## src/rtl/regport_arbiter_pkg.sv

```systemverilog
// Shared types and default widths for the two-requester register-port arbiter.
package regport_arbiter_pkg;

  localparam int DATA_W_DEF = 16;
  localparam int ADDR_W_DEF = 2;

  typedef enum logic {
    PRIO0 = 1'b0,
    PRIO1 = 1'b1
  } prio_t;

  typedef struct packed {
    logic                  we;
    logic [ADDR_W_DEF-1:0] addr;
    logic [DATA_W_DEF-1:0] wdata;
  } req_rec_t;

endpackage

```

## src/rtl/regport_arbiter_if.sv

```systemverilog
// Requester-side bundle: two request channels and their read-response channels.
interface regport_arbiter_if
  import regport_arbiter_pkg::*;
#(
  parameter int DATA_W = DATA_W_DEF,
  parameter int ADDR_W = ADDR_W_DEF
) ();

  logic              req0_valid;
  logic              req0_ready;
  logic              req0_we;
  logic [ADDR_W-1:0] req0_addr;
  logic [DATA_W-1:0] req0_wdata;

  logic              req1_valid;
  logic              req1_ready;
  logic              req1_we;
  logic [ADDR_W-1:0] req1_addr;
  logic [DATA_W-1:0] req1_wdata;

  logic              rsp0_valid;
  logic [DATA_W-1:0] rsp0_data;
  logic              rsp1_valid;
  logic [DATA_W-1:0] rsp1_data;

  modport master (
    output req0_valid, req0_we, req0_addr, req0_wdata,
    output req1_valid, req1_we, req1_addr, req1_wdata,
    input  req0_ready, req1_ready,
    input  rsp0_valid, rsp0_data, rsp1_valid, rsp1_data
  );

  modport slave (
    input  req0_valid, req0_we, req0_addr, req0_wdata,
    input  req1_valid, req1_we, req1_addr, req1_wdata,
    output req0_ready, req1_ready,
    output rsp0_valid, rsp0_data, rsp1_valid, rsp1_data
  );

endinterface

```

## src/rtl/regport_rr_pick.sv

```systemverilog
// Two-way round-robin pick: blocked requesters drop out, the favoured one wins a tie.
module regport_rr_pick
  import regport_arbiter_pkg::*;
(
  input  logic [1:0] valid,
  input  logic [1:0] block,
  input  prio_t      ptr,
  output logic [1:0] grant
);

  logic [1:0] elig;

  assign elig = valid & ~block;

  always_comb begin
    grant = elig;
    if (elig == 2'b11) begin
      grant = (ptr == PRIO0) ? 2'b01 : 2'b10;
    end
  end

endmodule

```

## src/rtl/regport_arbiter.sv

```systemverilog
// Arbitrates two requesters onto one register-file read port and one registered write port.
// Define REGPORT_ARB_BYPASS_EN to forward in-flight write data instead of stalling hazarding reads.
module regport_arbiter
  import regport_arbiter_pkg::*;
#(
  parameter int DATA_W = DATA_W_DEF,
  parameter int ADDR_W = ADDR_W_DEF
) (
  input  logic              clock,
  input  logic              reset,
  regport_arbiter_if.slave  bus,
  output logic [ADDR_W-1:0] rf_rd1,
  input  logic [DATA_W-1:0] rf_rd1_data,
  output logic [ADDR_W-1:0] rf_wr1,
  output logic [DATA_W-1:0] rf_wr1_data,
  output logic              rf_wr1_enable
);

  prio_t             ptr_reg;
  logic              wr_en_reg;
  logic [ADDR_W-1:0] wr_addr_reg;
  logic [DATA_W-1:0] wr_data_reg;

  logic [1:0]        req_valid;
  logic [1:0]        req_we;
  logic [ADDR_W-1:0] req_addr  [2];
  logic [DATA_W-1:0] req_wdata [2];
  logic [1:0]        hazard;
  logic [1:0]        block;
  logic [1:0]        grant;
  logic              sel;
  logic              rd_idx;
  logic              any_grant;
  logic              rd_go;
  logic              wr_go;
  logic [DATA_W-1:0] rd_data;

  assign req_valid    = {bus.req1_valid, bus.req0_valid};
  assign req_we       = {bus.req1_we, bus.req0_we};
  assign req_addr[0]  = bus.req0_addr;
  assign req_addr[1]  = bus.req1_addr;
  assign req_wdata[0] = bus.req0_wdata;
  assign req_wdata[1] = bus.req1_wdata;

  genvar gi;
  generate
    for (gi = 0; gi < 2; gi++) begin : g_hazard
      // A read colliding with the write currently on the rf port would see stale data.
      assign hazard[gi] = !req_we[gi] && wr_en_reg && (req_addr[gi] == wr_addr_reg);
`ifdef REGPORT_ARB_BYPASS_EN
      assign block[gi] = 1'b0;
`else
      assign block[gi] = hazard[gi];
`endif
    end
  endgenerate

  regport_rr_pick u_pick (
    .valid (req_valid),
    .block (block),
    .ptr   (ptr_reg),
    .grant (grant)
  );

  always_comb begin
    sel = (ptr_reg == PRIO1);
    if (grant[0]) begin
      sel = 1'b0;
    end else if (grant[1]) begin
      sel = 1'b1;
    end
  end

  assign any_grant = |grant;
  assign rd_go     = any_grant && !req_we[sel];
  assign wr_go     = any_grant &&  req_we[sel];
  assign rd_idx    = rd_go ? sel : (ptr_reg == PRIO1);
  assign rf_rd1    = req_addr[rd_idx];

  // Without bypass a granted read never hazards, so this select only matters in the bypass build.
  assign rd_data = hazard[sel] ? wr_data_reg : rf_rd1_data;

  assign bus.req0_ready = grant[0] && !reset;
  assign bus.req1_ready = grant[1] && !reset;

  always_ff @(posedge clock or posedge reset) begin
    if (reset) begin
      ptr_reg     <= PRIO0;
      wr_en_reg   <= 1'b0;
      wr_addr_reg <= '0;
      wr_data_reg <= '0;
    end else begin
      case (ptr_reg)
        PRIO0:   if (grant[0]) ptr_reg <= PRIO1;
        PRIO1:   if (grant[1]) ptr_reg <= PRIO0;
        default: ptr_reg <= PRIO0;
      endcase
      if (grant == 2'b10) begin
        ptr_reg <= PRIO0;
      end else if (grant == 2'b01) begin
        ptr_reg <= PRIO1;
      end
      wr_en_reg <= wr_go;
      if (wr_go) begin
        wr_addr_reg <= req_addr[sel];
        wr_data_reg <= req_wdata[sel];
      end
    end
  end

  assign rf_wr1        = wr_addr_reg;
  assign rf_wr1_data   = wr_data_reg;
  assign rf_wr1_enable = wr_en_reg;

  generate
    for (gi = 0; gi < 2; gi++) begin : g_rsp
      logic              valid_reg;
      logic [DATA_W-1:0] data_reg;

      always_ff @(posedge clock or posedge reset) begin
        if (reset) begin
          valid_reg <= 1'b0;
          data_reg  <= '0;
        end else begin
          valid_reg <= rd_go && (sel == 1'(gi));
          if (rd_go && (sel == 1'(gi))) begin
            data_reg <= rd_data;
          end
        end
      end
    end
  endgenerate

  assign bus.rsp0_valid = g_rsp[0].valid_reg;
  assign bus.rsp0_data  = g_rsp[0].data_reg;
  assign bus.rsp1_valid = g_rsp[1].valid_reg;
  assign bus.rsp1_data  = g_rsp[1].data_reg;

endmodule
```

## src/flat_wrapper.sv

```systemverilog
// flat-port wrapper written by rule: the top's interface ports become plain ports
module regport_arbiter_flat import regport_arbiter_pkg::*;
#(
  parameter int DATA_W = DATA_W_DEF,
  parameter int ADDR_W = ADDR_W_DEF
)
  (clock, reset, rf_rd1, rf_rd1_data, rf_wr1, rf_wr1_data, rf_wr1_enable, bus_req0_valid, bus_req0_we, bus_req0_addr, bus_req0_wdata, bus_req1_valid, bus_req1_we, bus_req1_addr, bus_req1_wdata, bus_req0_ready, bus_req1_ready, bus_rsp0_valid, bus_rsp0_data, bus_rsp1_valid, bus_rsp1_data);
  regport_arbiter_if #(.DATA_W(DATA_W), .ADDR_W(ADDR_W)) bus_i ();
  input  logic clock;
  input  logic reset;
  output logic [ADDR_W-1:0] rf_rd1;
  input  logic [DATA_W-1:0] rf_rd1_data;
  output logic [ADDR_W-1:0] rf_wr1;
  output logic [DATA_W-1:0] rf_wr1_data;
  output logic rf_wr1_enable;
  input wire logic [$bits(bus_i.req0_valid)-1:0] bus_req0_valid;
  input wire logic [$bits(bus_i.req0_we)-1:0] bus_req0_we;
  input wire logic [$bits(bus_i.req0_addr)-1:0] bus_req0_addr;
  input wire logic [$bits(bus_i.req0_wdata)-1:0] bus_req0_wdata;
  input wire logic [$bits(bus_i.req1_valid)-1:0] bus_req1_valid;
  input wire logic [$bits(bus_i.req1_we)-1:0] bus_req1_we;
  input wire logic [$bits(bus_i.req1_addr)-1:0] bus_req1_addr;
  input wire logic [$bits(bus_i.req1_wdata)-1:0] bus_req1_wdata;
  output wire logic [$bits(bus_i.req0_ready)-1:0] bus_req0_ready;
  output wire logic [$bits(bus_i.req1_ready)-1:0] bus_req1_ready;
  output wire logic [$bits(bus_i.rsp0_valid)-1:0] bus_rsp0_valid;
  output wire logic [$bits(bus_i.rsp0_data)-1:0] bus_rsp0_data;
  output wire logic [$bits(bus_i.rsp1_valid)-1:0] bus_rsp1_valid;
  output wire logic [$bits(bus_i.rsp1_data)-1:0] bus_rsp1_data;
  assign bus_i.req0_valid = bus_req0_valid;
  assign bus_i.req0_we = bus_req0_we;
  assign bus_i.req0_addr = bus_req0_addr;
  assign bus_i.req0_wdata = bus_req0_wdata;
  assign bus_i.req1_valid = bus_req1_valid;
  assign bus_i.req1_we = bus_req1_we;
  assign bus_i.req1_addr = bus_req1_addr;
  assign bus_i.req1_wdata = bus_req1_wdata;
  assign bus_req0_ready = bus_i.req0_ready;
  assign bus_req1_ready = bus_i.req1_ready;
  assign bus_rsp0_valid = bus_i.rsp0_valid;
  assign bus_rsp0_data = bus_i.rsp0_data;
  assign bus_rsp1_valid = bus_i.rsp1_valid;
  assign bus_rsp1_data = bus_i.rsp1_data;
  regport_arbiter #(.DATA_W(DATA_W), .ADDR_W(ADDR_W)) u_core (.clock(clock), .reset(reset), .bus(bus_i), .rf_rd1(rf_rd1), .rf_rd1_data(rf_rd1_data), .rf_wr1(rf_wr1), .rf_wr1_data(rf_wr1_data), .rf_wr1_enable(rf_wr1_enable));
endmodule
```

## config.mk

```make
export PLATFORM = sky130hd
export DESIGN_NAME = regport_arbiter_flat
export DESIGN_NICKNAME = d
export VERILOG_FILES = /design/src/rtl/regport_arbiter_pkg.sv /design/src/rtl/regport_arbiter_if.sv /design/src/rtl/regport_rr_pick.sv /design/src/rtl/regport_arbiter.sv /design/src/flat_wrapper.sv
export SDC_FILE = /design/constraint.sdc
export NUM_CORES = 1
export LEC_CHECK = 0
export ABC_AREA = 1
export CORE_ASPECT_RATIO = 2
export CORE_MARGIN = 2
export CORE_UTILIZATION = 55
export DETAILED_ROUTE_END_ITERATION = 8
export DONT_BUFFER_PORTS = 1
export PLACE_DENSITY = 0.7
export SETUP_SLACK_MARGIN = 0.2
export SLEW_MARGIN = 20
export SYNTH_ARGS = -nofsm -noshare
export SYNTH_HDL_FRONTEND = slang
export SYNTH_SLANG_ARGS = --single-unit
```

## constraint.sdc

```tcl
create_clock -name clock -period 3.3 [get_ports clock]
set_input_delay 0.33 -clock clock [delete_from_list [all_inputs] [get_ports clock]]
set_output_delay 0.33 -clock clock [all_outputs]
set_load 0.005 [all_outputs]
```

Yosys cells after proc, flatten, opt, wreduce, memory -nomap -nowiden
Index checks and enable logic that the tools add are counted.
{"block": "totals", "mem_bits_rw": 0, "memories": 0, "regBits": 54, "latchBits": 0, "romBits": 0, "in_bits": 58}
{"block": "op_classes", "multipliers": 0, "n_shift": 0, "n_lt_le_gt_ge": 3, "muxes": 24, "n_div": 0, "n_reduce_logical": 15, "addsub": 0, "n_eq_ne": 5, "bitwise": 6}
{"op": "2-to-1 mux 16 bit", "n": 4}
{"op": "2-to-1 mux 2 bit", "n": 8}
{"op": "2-to-1 mux 1 bit", "n": 11}
{"op": "logical AND 1 bit", "n": 10}
{"op": "== test 2 bit", "n": 2}
{"op": "== test 2 bit (second input constant)", "n": 2}
{"op": "greater-or-equal comparator 2 bit (second input constant)", "n": 2}
{"op": "logical NOT 1 bit", "n": 4}
{"op": "NOT 1 -> 2 bit", "n": 2}
{"op": "AND 2 bit", "n": 1}
{"op": "== test 2 x 1 -> 1 bit (second input constant)", "n": 1}
{"op": "less-than comparator 1 x 2 -> 1 bit (second input constant)", "n": 1}
{"op": "NOT 1 bit", "n": 2}
{"op": "NOT 2 bit", "n": 1}
{"op": "case mux 1 bit (2 select lines)", "n": 1}
{"op": "OR reduction 2 bit", "n": 1}

Depth between registers and ports, before layout
Gate-level depths: netlist (run 1).
{"block": "depth", "depth_word": 18, "mapped_depth": 15}

Hierarchy
A second synthesis (run 1) with hierarchy kept.
{"block": "unflattened", "cells_unflattened": 347, "hier_area_um2": 2731.4}
{"mod": "regport_arbiter", "area_each_um2": 2685.1, "cells_each": 335, "n_inst": 1, "seq_area_each_um2": 1351.3}
{"mod": "regport_rr_pick", "area_each_um2": 46.3, "cells_each": 12, "n_inst": 1, "seq_area_each_um2": 0.0}

Least setup slack after synthesis (run 1)
No wires, ideal clock.
{"block": "synth_timing", "kind": "flip-flop to output port", "startpoint": "register u_core.wr_addr_reg[0], in the netlist u_core.rf_wr1[0]", "endpoint": "output rf_rd1[0]", "setup_slack_ps": 1433, "path_stages_with_launch": 15, "path_buffers": 2, "t_arrival_ps": 1537, "path_cell_list": "dfrtp_1 > inv_2 > nand2_1 > nand2_1 > nor2_2 > nand2_1 > nand3_2 > nand2_2 > buf_6 > nand3_4 > nand3_2 > buf_4 > nand2_1 > nand2_1 > nand2_1"}
{"block": "synth_between", "elab_chain_cells": 17, "word_cells_on_any_way": 20, "classes_between": "eq/ne: 3; mux: 9; bitwise: 3; reduce/logical: 5"}
{"item": "from (decl)", "line_no": "regport_arbiter.sv:21", "rtl": "logic [ADDR_W-1:0] wr_addr_reg;"}
{"item": "from (signal assigned)", "line_no": "regport_arbiter.sv:105", "rtl": "wr_addr_reg <= req_addr[sel];"}
{"item": "== test 2 bit", "line_no": "regport_arbiter.sv:49", "rtl": "assign hazard[gi] = !req_we[gi] && wr_en_reg && (req_addr[gi] == wr_addr_reg);"}
{"item": "logical AND 1 bit", "line_no": "regport_arbiter.sv:49"}
{"item": "NOT 2 bit *", "line_no": "regport_rr_pick.sv:13", "rtl": "assign elig = valid & ~block;"}
{"item": "AND 2 bit *", "line_no": "regport_rr_pick.sv:13"}
{"item": "== test 2 bit", "line_no": "regport_rr_pick.sv:17", "rtl": "if (elig == 2'b11) begin"}
{"item": "2-to-1 mux 2 bit *", "line_no": "regport_rr_pick.sv:17"}
{"item": "2-to-1 mux 1 bit", "line_no": "regport_arbiter.sv:69", "rtl": "end else if (grant[1]) begin"}
{"item": "2-to-1 mux 1 bit", "line_no": "regport_arbiter.sv:67", "rtl": "if (grant[0]) begin"}
{"item": "2-to-1 mux 1 bit (not written as such) (2 in a row)", "line_no": "regport_arbiter.sv:75", "rtl": "assign rd_go = any_grant && !req_we[sel];"}
{"item": "logical NOT 1 bit", "line_no": "regport_arbiter.sv:75"}
{"item": "logical AND 1 bit", "line_no": "regport_arbiter.sv:75"}
{"item": "2-to-1 mux 1 bit *", "line_no": "regport_arbiter.sv:77", "rtl": "assign rd_idx = rd_go ? sel : (ptr_reg == PRIO1);"}
{"item": "NOT 1 -> 2 bit (not written as such) *", "line_no": "regport_arbiter.sv:78", "rtl": "assign rf_rd1 = req_addr[rd_idx];"}
{"item": "2-to-1 mux 2 bit (not written as such) * (3 in a row)", "line_no": "regport_arbiter.sv:78"}
{"item": "to (decl)", "line_no": "flat_wrapper.sv:11", "rtl": "output logic [ADDR_W-1:0] rf_rd1;"}
Mark *: on every way between the ends. The rest lies on a longest branch, timed or not. The select of a mux whose other input is x is not followed.

Worst setup path in the final report (run 1)
{"block": "layout_timing", "startpoint": "register u_core.wr_addr_reg[1], in the netlist u_core.rf_wr1[1]", "endpoint": "output rf_rd1[1]"}
The elaborated chain is that of the path after synthesis.

==> results.md, run 1 <==
* Power Density at 830.8 mW/mm²
* DIE WIDTH at ~54 µm
* Post-DR wirelength/cell at approximately 16 µm
* Global placer's final weighted congestion at 0.7812
* Async S/R FF share, synth at 100.0%
* First-pass GRT wire length at 10830 µm
* Area after DPL at 0.002744 mm²
* Syn Area/Cell at about 7.3 µm²
* Status: finished with violations
* Iteration-0 DRC Markers at 73
* RSZ-0062 raised after global routing: false
* Slowest-stage cell, CP: dfrtp_1
* Data required, critical path at 2970 ps
* Vias at 2295
* Final hold vios at 12
* Most frequent CP cell: nand2_1
* PortBufs at 0
* Htree depth at 2
* Reg clk slew, reported paths at 100 ps
* Dpl hpwl at 5245 µm
* R2R Setup Slk at 660 ps
* EDFF count, synth at 0
* Design area at 0.002894 mm²
* Finish-stage setup viols at 0
* Crit-path cells: inv_2 > nand2_1 > nand3b_1 > nor2_2 > nor2_2 > nand2_2 > nand2_2 > nand2_2 > nand3_4 > nand2_1 > nand2_1 > nand2_1
* Slew margin rel. at a little over half
* Grt total ovfl at 0
* Sequential fraction of the synthesis area at 48.91%
* Final worst-path cycle share at slightly above 80%
* Leak at 1.659 nW
* Hold WS at -6.211 ps
* Ys flop type: dfrtp_1
* Post-CTS Hold Buffers at 0
* Critical Path AT at 2380 ps
* Initial core utilization at 56.79%
* Synth Register Bits at 54
* Min Tclk post-route at between 2000 and 3000 ps
* DRT Wirelength at between 6000 and 7000 µm
* Die Y at around 100 µm
* Worst-margin pin slew at 689.3 ps
* Initial antenna violation count at 0
* Synth cell count leaders: nand2_1 (228), dfrtp_1 (54), nand3_1 (36), inv_1 (10)
* Routed Antenna Nets at 0
* GRT Resource Usage Total at 25.83%
* Crit path depth at 12
* CP Capture Point: rf_rd1[1]
* TritonCTS clock tree: built
* Max Buffers Root-to-Sink at 2
* TritonRoute pass-1 iters at 6
* Share of cells above drive strength 1 at 8.895%
* Post-CTS resize count at 0
* Max Fanout on Critical Path at 20
* Largest area contributor in the synthesized netlist: dfrtp_1
* Max-capacitance violation count at 0
* Num rows at 36
* Crit path launch type: flip-flop
* Critical Path End Type: primary output
* Residual DRC at 0
* Clock sink count at 54
* Cells after Synth at 377
* Cell variety after synth at 22
* Cell area after synthesis at 0.002763 mm²
* Die area at 0.005640 mm²
* Clk Latency, worst-skew pair at 310 ps
* Vias per Instance at roughly 5.4
* Final setup TNS at 0 ps
* Violated checks: negative hold slack
* Leading post-synthesis cells by cell area: dfrtp_1 (49%), nand2_1 (31%), nand3_1 (6.5%)
* Worst flop-to-flop path endpoint: u_core.bus.rsp0_data[7]$_DFFE_PP0P_
* Final #Nets at 428
* Fillcell total at 461
* CP Buf/Inv Count at 1
* P&R area growth vs syn at 4.756%
* Peak VDD IR at 0.6111 mV
* Core Box Area at just under 0.005 mm²
* Min-delay worst type: in2async
* Most frequent cell after synthesis: nand2_1
* Crit-path max cell delay at about 460 ps
* Ys Warns at 0
* Slew Viols, Final at 0
* Share of the synthesized area in the top cell type at 48.91%
* Post-CTS Setup Bufs at 0
* Worst R2R Start: u_core.rf_wr1[1]$_DFFE_PP0P_
* Final setup skew at 3.338 ps
* CP Class: reg2out
* Fmax at between 300 and 400 MHz
* Worst setup path start: u_core.rf_wr1[1]$_DFFE_PP0P_
* Number of global-route vias before repair at between 2000 and 2500
* Syn_nets at 435
* Largest delay contributor family on the critical path: simple AND/OR/NAND/NOR gates
* Num ports at 115
* ANT cells at 0
* R2R depth at 14
* Clock root cell: clkbuf_8
* Largest net degree at the start of global routing at 35
* CTS Buf Count at 5
[layout make-up]
type / instances / area [µm²] / area share [%]
tap: 57 / 71.32 / 2.464
clock buffer: 6 / 82.58 / 2.853
multi-input combinational: 292 / 1257 / 43.45
timing repair buffer: 2 / 15.01 / 0.5188
clock inverter: 2 / 60.06 / 2.075
inverter: 15 / 56.30 / 1.946
sequential: 54 / 1351 / 46.69
[logic make-up after synthesis]
group | Yosys count | synth area share (%)
simple gates | 285 | 43.98
flops | 54 | 48.91
buf+inv | 31 | 5.843
compound gates | 7 | 1.268
[cell usage in the layout (no fill, tap or decap), drive strengths merged]
cell type / n
bufinv: 2
nand3: 39
nand4: 1
clkbuf: 6
nor2: 7
nand3b: 1
inv: 15
buf: 2
dfrtp: 54
o21ai: 6
a21oi: 1
nand2: 237
[routing by layer]
layer / GRT usage (%) / routed length [µm]
met1: 28.80 / 2486
met2: 44.95 / 3698
met5: 0 / 0
met3: 6.609 / 558
met4: 9.107 / 117
[how the worst min path moves through the flow]
stage / endpoint / cells after the start / slack (ps) / start
after floorplan: u_core.bus.rsp1_data[0]$_DFFE_PP0P_ / 2 / 470 / u_core.bus.rsp1_data[0]$_DFFE_PP0P_
after global placement: u_core.rf_wr1_enable$_DFF_PP0_ / 1 / 340 / reset
after detailed placement: u_core.rf_wr1_enable$_DFF_PP0_ / 1 / 360 / reset
after CTS: u_core.bus.rsp0_data[14]$_DFFE_PP0P_ / 1 / 20 / reset
after global routing: u_core.rf_wr1_enable$_DFF_PP0_ / 1 / 40 / reset
final: u_core.rf_wr1_enable$_DFF_PP0_ / 1 / -6 / reset
[stage by stage]
step | setup slack (ps) | utilization [%] | total power, mW | std cells
floorplan | 1433 | - | 1.705 | 377
global placement | 723.6 | 56.40 | 1.848 | 420
detailed placement | 648.0 | 56.40 | 1.875 | 420
CTS | 387.9 | 59.34 | 2.417 | 428
global route | 350.9 | 59.49 | 2.586 | 428
finish | 585.8 | 59.49 | 2.404 | 428
[report_power, final]
| group | switching, mW | internal (mW) | leakage [nW] |
|---|---|---|---|
| registers | 0.282 | 0.951 | 0.672 |
| clock network | 0.224 | 0.324 | 0.0714 |
| logic | 0.412 | 0.211 | 0.916 |
| total | 0.918 | 1.49 | 1.66 |
(Power assumes the default switching activity.)
==> inputs of run 2 (changes only) <==
--- a/config.mk
+++ b/config.mk
@@ -11,7 +11,7 @@
 export CORE_UTILIZATION = 55
 export DETAILED_ROUTE_END_ITERATION = 8
 export DONT_BUFFER_PORTS = 1
-export PLACE_DENSITY = 0.7
+export PLACE_DENSITY = 0.73
 export SETUP_SLACK_MARGIN = 0.2
 export SLEW_MARGIN = 20
 export SYNTH_ARGS = -nofsm -noshare
==> constraint.sdc (replaced) <==
create_clock -name clock -period 2.4 [get_ports clock]
set_input_delay 0.24 -clock clock [delete_from_list [all_inputs] [get_ports clock]]
set_output_delay 0.24 -clock clock [all_outputs]
set_load 0.005 [all_outputs]
==> run 2 against run 1 <==
- the flow now finishes without violations
- sequential power up 39%
- register-to-register slack worse by 390 ps
- critical endpoint is now rf_rd1[0]
- sequential share of layout area decreased by 3.4 points
- final cell count rose by 4.4%
- largest cell class is now multi-input gates
- clock-buffer cell count is 1 lower
- critical path type unchanged
==> results.md, run 2 (same netlist as run 1, synthesis figures left out) <==
* Worst hold endpoint: u_core.rf_wr1_data[14]$_DFFE_PP0P_
* Num rows at 36
* Most frequent cells in the layout: nand2_1 (220), dfrtp_1 (52), nand3_1 (34)
* Num ports at 115
* RSZ-0062 raised after global routing: true
* Data required, critical path at 2160 ps
* Global placer's final weighted congestion at 0.8773
* TritonRoute pass-1 iters at 4
* Critical Path End Type: primary output
* TritonCTS clock tree: built
* Peak VDD IR at 0.6831 mV
* Iteration-0 DRC Markers at 60
* Final setup TNS at 0 ps
* Slew Viols, Final at 0
* Post-Route Utilization at between 60% and 70%
* Max-capacitance violation count at 0
* Share of cells above drive strength 1 at between 15 and 20%
* Routed Antenna Nets at 0
* Clock root cell: clkbuf_8
* Worst flop-to-flop path endpoint: u_core.bus.rsp1_data[10]$_DFFE_PP0P_
* Min-delay worst type: in2reg
* Placed insts at 426
* Crit path launch type: flip-flop
* Critical Path AT at roughly 1900 ps
* Number of global-route vias before repair at 2421
* Most common cell after layout, fill and taps aside: nand2_1
* DRT Wirelength at around 7300 µm
* CP Class: reg2out
* Htree depth at 2
* Dpl hpwl at 5264 µm
* P&R area growth vs syn at 13.09%
* Slew margin rel. at 77.31%
* Leak at approximately 1.8 nW
* DIE WIDTH at 54.12 µm
* Grt total ovfl at 0
* Post-DR wirelength/cell at about 16 µm
* Final hold vios at 0
* Largest net degree at the start of global routing at 23
* Final worst-path cycle share at around 90%
* Vias at 2451
* Clk Latency, worst-skew pair at 310 ps
* Worst-margin pin slew at 339.8 ps
* CTS Buf Count at 5
* Min Tclk post-route at 2141 ps
* Final Non-Filler Cells at 447
* Max Fanout on Critical Path at 4
* Clock sink count at 54
* Min-Delay Path Depth at 4
* Status: completed
* First-pass GRT wire length at 11210 µm
* Vias per Instance at 5.483
* Worst R2R Start: u_core.rf_wr1[0]$_DFFE_PP0P_
* R2R depth at 15
* Max Buffers Root-to-Sink at 2
* Worst min-delay path startpoint: bus_req1_wdata[14]
* Reg clk slew, reported paths at 90 ps
* Die area at roughly 0.0056 mm²
* Final setup skew at around 3.8 ps
* GRT Resource Usage Total at a little over a quarter
* Initial core utilization at a little under three fifths
* Die Y at between 100 and 150 µm
* Final #Nets at 448
* PortBufs at 0
* Residual DRC at 0
* Fmax at between 400 and 500 MHz
* ANT cells at 0
* Finish-stage setup viols at 0
* Power Density at roughly 1000 mW/mm²
* Initial antenna violation count at 0
* Core Box Area at 0.004865 mm²
* R2R Setup Slk at 270 ps
-- run 2: cell types whose count changed in the layout (fill, tap and decap cells not counted), moves of 2 or more --
cell,previous run,this run
buf_4,2,20
nand2_1,228,220
nand2_8,0,4
nand2_4,3,6
bufinv_16,2,0
clkinv_2,0,2
dfrtp_1,54,52
dfrtp_2,0,2
nand3_1,36,34
nor2_4,0,2
-- run 2: how the worst max path moves through the flow --
stage,from,slack [ps],end,depth (start not counted)
final,u_core.rf_wr1[0]$_DFFE_PP0P_,260,rf_rd1[0],14
after global routing,u_core.rf_wr1[0]$_DFFE_PP0P_,150,rf_rd1[0],14
after CTS,u_core.rf_wr1[0]$_DFFE_PP0P_,200,rf_rd1[1],14
after detailed placement,u_core.rf_wr1[0]$_DFFE_PP0P_,60,u_core.rf_wr1[1]$_DFFE_PP0P_,14
after global placement,u_core.rf_wr1[0]$_DFFE_PP0P_,120,u_core.rf_wr1[1]$_DFFE_PP0P_,13
after floorplan,u_core.rf_wr1[0]$_DFFE_PP0P_,620,rf_rd1[0],14
-- run 2: cell type report --
cell class | count | area, µm²
repair buffers | 22 | 171.4
fillers | 416 | 1740
multi-input cells | 292 | 1393
clock buffers | 5 | 68.82
clock inverters | 2 | 10.01
inverters | 15 | 56.30
well taps | 57 | 71.32
flip-flops and latches | 54 | 1354
-- run 2: worst max-delay path, cell delays in order (launching register included) --
cell and delay, ps:
dfrtp_2 430, inv_2 70, nand2_2 80, nand2_4 70
nor2_4 120, nand2_4 80, nand2_4 90, nand2_8 80
buf_6 140, nand3_4 110, nand3_2 80, nand2_2 80
nand2_2 60, nand2_1 50, nand2_1 60
-- run 2: repair_timing --
action | CTS | global route
setup buffers | 10 | 3
hold buffers | 1 | 0
endpoints found under the hold margin | 11 | 0
resized for setup | 17 | 16
pin swaps | 8 | 8
setup endpoints to repair | 53 | 52
-- run 2: per-layer routing --
layer  share of wire, %  GRT usage (%)  vias up  routed length [µm]
met5                  0              0        -                   0
met4                3.1          13.04        0                 227
met3                7.3          7.615       19                 534
met2                 54          44.60      114                3939
met1                 35          28.64     1130                2581
li1                   -              -     1188                   -
-- run 2: stage by stage --
stage	setup slack [ps]	area (µm²)	power (mW)	hold WS, ps
after detailed placement	59.38	2789	2.600	75.20
after CTS	202.5	3037	3.200	122.2
final	258.5	3124	3.268	129.8
after global placement	123.0	2789	2.556	68.40
after floorplan	622.6	2763	2.344	418.7
after global routing	147.6	3124	3.518	140.9
-- run 2: power by group --
part	switching (mW)	leakage (nW)	internal (mW)
logic	0.656	1.04	0.420
registers	0.398	0.669	1.31
clock network	0.285	0.0438	0.197
total	1.34	1.75	1.93
